File: src/rtl/matmul_pkg.sv
// Shared definitions for the 4x4 matrix multiplier datapath: default sizes,
// loader FSM states and the flat-bus element offset used for packing/unpacking.
package matmul_pkg;

  localparam int N_DEFAULT = 4;
  localparam int W_DEFAULT = 8;

  typedef enum logic [1:0] {
    LOAD_A  = 2'd0,
    LOAD_B  = 2'd1,
    PRESENT = 2'd2
  } state_e;

  // Bit offset of element [i][j] in a row-major flattened N x N bus.
  function automatic int flat_off(input int i, input int j, input int n, input int w);
    return (i * n + j) * w;
  endfunction

endpackage

File: src/rtl/matrix_stream_loader.sv
// Streams A then B (row-major, one element per beat) into held registers and
// presents them as a flat operand pair for the combinational multiplier.
module matrix_stream_loader
  import matmul_pkg::*;
#(
  parameter int N = N_DEFAULT,
  parameter int W = W_DEFAULT
) (
  input  logic             clk,
  input  logic             reset,
  input  logic             clear,
  input  logic [W-1:0]     in_data,
  input  logic             in_valid,
  output logic             in_ready,
  output logic [N*N*W-1:0] a_flat,
  output logic [N*N*W-1:0] b_flat,
  output logic             out_valid,
  input  logic             out_ready,
  output logic [7:0]       pair_cnt
);

  localparam int NE = N * N;
  localparam int IW = $clog2(NE);

  state_e          state_q, state_d;
  logic [IW-1:0]   idx_q, idx_d;
  logic [NE*W-1:0] a_q, a_d;
  logic [NE*W-1:0] b_q, b_d;
  logic [7:0]      cnt_q, cnt_d;
  logic            beat;
  logic            last_beat;

  // Handshake outputs come from registered state only.
  assign in_ready  = (state_q != PRESENT);
  assign out_valid = (state_q == PRESENT);
  assign a_flat    = a_q;
  assign b_flat    = b_q;
  assign pair_cnt  = cnt_q;

  assign beat      = in_valid && in_ready;
  assign last_beat = (idx_q == IW'(NE - 1));

  always_comb begin
    state_d = state_q;
    idx_d   = idx_q;
    a_d     = a_q;
    b_d     = b_q;
    cnt_d   = cnt_q;
    case (state_q)
      LOAD_A: begin
        if (beat) begin
          for (int k = 0; k < NE; k++) begin
            if (idx_q == IW'(k)) a_d[flat_off(k / N, k % N, N, W) +: W] = in_data;
          end
          idx_d = last_beat ? '0 : idx_q + IW'(1);
          if (last_beat) state_d = LOAD_B;
        end
      end
      LOAD_B: begin
        if (beat) begin
          for (int k = 0; k < NE; k++) begin
            if (idx_q == IW'(k)) b_d[flat_off(k / N, k % N, N, W) +: W] = in_data;
          end
          idx_d = last_beat ? '0 : idx_q + IW'(1);
          if (last_beat) state_d = PRESENT;
        end
      end
      PRESENT: begin
        if (out_ready) begin
          cnt_d   = cnt_q + 8'd1;
          state_d = LOAD_A;
        end
      end
      default: state_d = LOAD_A;
    endcase
    // Abort wins over any beat or delivery this cycle and leaves storage untouched.
    if (clear) begin
      state_d = LOAD_A;
      idx_d   = '0;
      a_d     = a_q;
      b_d     = b_q;
      cnt_d   = cnt_q;
    end
  end

  always_ff @(posedge clk or posedge reset) begin
    if (reset) begin
      state_q <= LOAD_A;
      idx_q   <= '0;
      a_q     <= '0;
      b_q     <= '0;
      cnt_q   <= '0;
    end else begin
      state_q <= state_d;
      idx_q   <= idx_d;
      a_q     <= a_d;
      b_q     <= b_d;
      cnt_q   <= cnt_d;
    end
  end

endmodule

File: config.mk
export PLATFORM = sky130hd
export DESIGN_NAME = matrix_stream_loader
export DESIGN_NICKNAME = d
export VERILOG_FILES = /design/src/rtl/matmul_pkg.sv /design/src/rtl/matrix_stream_loader.sv
export SDC_FILE = /design/constraint.sdc
export NUM_CORES = 1
export LEC_CHECK = 0
export ABC_CLOCK_PERIOD_IN_PS = 14800
export CORE_MARGIN = 4
export CORE_UTILIZATION = 40
export DETAILED_ROUTE_END_ITERATION = 6
export GPL_TIMING_DRIVEN = 0
export PLACE_DENSITY_LB_ADDON = 0.2
export SYNTH_ARGS = -nofsm -noshare
export SYNTH_HDL_FRONTEND = slang
export SYNTH_SLANG_ARGS = --single-unit
File: constraint.sdc
create_clock -name clk -period 14.8 [get_ports clk]
set_input_delay 2.96 -clock clk [delete_from_list [all_inputs] [get_ports clk]]
set_output_delay 2.96 -clock clk [all_outputs]
set_load 0.01 [all_outputs]
==> results.md <==
* Status: completed
* Iteration-0 DRC Markers at 321
* Final Hold Fails at 0
* Synth Register Bits at 270
* CTS buffer count at 29
* Critical path class: flip-flop to primary output
* DR pass1 iterations at 4
* Clock-pin slew on the worst setup and hold paths at 60 ps
* Largest net degree at the start of global routing at 128
* Die Height at 173 um
* IO Port Bufs at 278
* Prevailing post-synth register cell: dfrtp_1
* I/O Pins at 279
* Initial antenna violation count at 0
* Share of cells above drive strength 1 at 35.4%
* Routed vias at 6657
* WP data required at 11840 ps
* Post-synthesis net count at 684
* Die width at 173 um
* Sequential cell area at 0.00676 mm^2
* Mapped Area at 0.0108 mm^2
* Setup Fix Bufs, Post-CTS at 0
* Area of the multi-input gates at 0.00383 mm^2
* Total Wirelength at 28.6 mm
* CP endpoint kind: primary output
* Final setup viols at 0
* Setup Skew at 22.1 ps
* CTS tree: done
* Ant. Diodes at 0
* Routed length per instance at 21.5 um
* Worst Path Buf+Inv at 4
* Routed Antenna Nets at 0
* Hpwl dp at 20.1 mm
* Gp weighted congestion at 0.765
* Worst min-delay path class: flip-flop to flip-flop
* GRT overflow at 0
* Slowest stage delay, CP at 580 ps
* Max-slew violation count at 0
* Fill cells at 2167
* FFs w/ async S/R, synth at 100%
* Cells after synthesis at 666
* Cell at the root of the clock tree: clkbuf_16
* RSZ-0062 raised after global routing: no
* Total power density per cell area at 111 mW/mm^2
* Crit path time final at 5110 ps
* Post-synth cell types at 37
* Max FO, Critical Path at 10
* Final worst path period share at 34.5%
* First-pass GRT wire length at 44.5 mm
* GR Util All Layers at 18.7%
* Rows at 59
* Critical path launch point type: flip-flop
* Hold WS at 468 ps
* Clk_lat worst skew at 550 ps
* Vias in the first global route at 7049
* EDFF count, synth at 0
* Initial Util at 41.1%
* Clock tree buffer depth at 3
* IR drop worst, VDD at 0.0000713 V
* Worst endpoint data arrival time at 2150 ps
* Post_cts resized at 0
* Leakage at 7.16 nW
* Setup TNS Final at 0 ps
* Layout Nets at 995
* Die area at 0.0298 mm^2
* Area Growth Syn to Fin at 38.9%
* Syn Area/Cell at 16.3 um^2
* Vias/cell at 4.99
* Final Util at 57.1%
* Hold_buf cts at 0
* Worst-Margin Slew at 805 ps
* Remaining DRCs at 0
* Maximum clock rate at 196 MHz
* Max stage delay cell, worst path: clkdlybuf4s50_1
* Post-synthesis sequential area ratio at 62.4%
* Htree depth at 1
* Core area at 0.0264 mm^2
* Critical-path cell list: buf_6 -> buf_4 -> nand2b_1 -> inv_1 -> clkdlybuf4s50_1
* Clock sinks at 270
* Ys Warns at 0
* Max Cap Violations at 0
* Max_slew headroom at 46.3%
* Crit path max-delay family: buffers and inverters
-- logic make-up after synthesis --
group	count (synthesis)	share of synthesized area, %
xor gates and xnor gates	10	0.809
muxes	258	26.8
buffers and inverters	48	2.23
AOI/OAI and AO/OA	4	0.208
DFF	270	62.4
and+or+nand+nor	71	6.97
adders and majority gates	5	0.578
-- per-stage QoR --
step | std cells | total power (W) | setup WS [ps] | instance area [um^2]
4_1_cts | 1334 | 0.00168 | 9660 | 15000
5_1_grt | 1334 | 0.00173 | 9630 | 15000
3_3_place_gp | 1279 | 0.000953 | 793 | 14000
3_5_place_dp | 1281 | 0.000957 | 9620 | 14100
2_1_floorplan | 666 | 0.000863 | 4400 | 10800
6_report | 1334 | 0.00166 | 9690 | 15000
-- cells in the final DEF, fill, tap and decap left out, types with 5 or more instances in the layout --
master	count
nor3_4	12
clkinv_2	8
xor2_1	8
clkbuf_16	29
nor4_4	6
clkdlybuf4s50_1	278
ha_1	5
nor2_1	8
dfrtp_1	270
buf_6	7
mux2_2	255
nand3_2	12
clkbuf_1	37
-- cell type report --
| cell class | count | share of cell area (%) |
|---|---|---|
| repair buffers | 280 | 18.9 |
| plain buffers | 43 | 1.48 |
| inverters | 5 | 0.175 |
| flip-flops and latches | 270 | 44.9 |
| clock inverters | 13 | 0.973 |
| well taps | 335 | 2.79 |
| clock buffers | 40 | 5.36 |
| multi-input cells | 348 | 25.5 |
-- routing by layer --
layer	GRT usage [%]	share of wire (%)	vias up
met1	25.5	45	3440
met5	0	0	-
met4	4.26	2.0	0
met2	30.4	47	195
li1	-	-	2985
met3	4.93	6.8	37
-- report_power, final --
group | internal, W | switching (W)
Sequential | 0.000768 | 0.0000170
Combinational | 0.0000803 | 0.0000745
Clock | 0.000432 | 0.000291
Total | 0.00128 | 0.000383
-- synthesized netlist by cell type (4+ instances only) --
cell type / instances / area, um^2
buf_2: 4 / 20.0
buf_6: 7 / 78.8
clkbuf_1: 30 / 113
dfrtp_1: 270 / 6760
ha_1: 5 / 62.6
inv_1: 5 / 18.8
mux2_2: 255 / 2870
nand3_2: 12 / 120
nor2_1: 8 / 30.0
nor3_4: 12 / 195
nor4_4: 6 / 128
xor2_1: 8 / 70.1
-- final timing paths --
check	endpoint	depth (start not counted)	startpoint	slack, ps
setup / recovery	out_valid	5	state_q[0]	9690
hold / removal	pair_cnt[7]	1	pair_cnt[7]	470
setup reg to reg	a_flat[108]	5	idx_q[1]	12660
hold reg to reg	pair_cnt[7]	1	pair_cnt[7]	470
max in group asynchronous	b_flat[11]	3	reset	11000
min in group asynchronous	pair_cnt[1]	2	reset	2820
-- state kept, by name, summed over array words and instances, names as in the netlist --
name,count
a_flat,128
b_flat,128
pair_cnt,8
idx_q,4
state_q,2
Power figures use the tool's default switching activity.
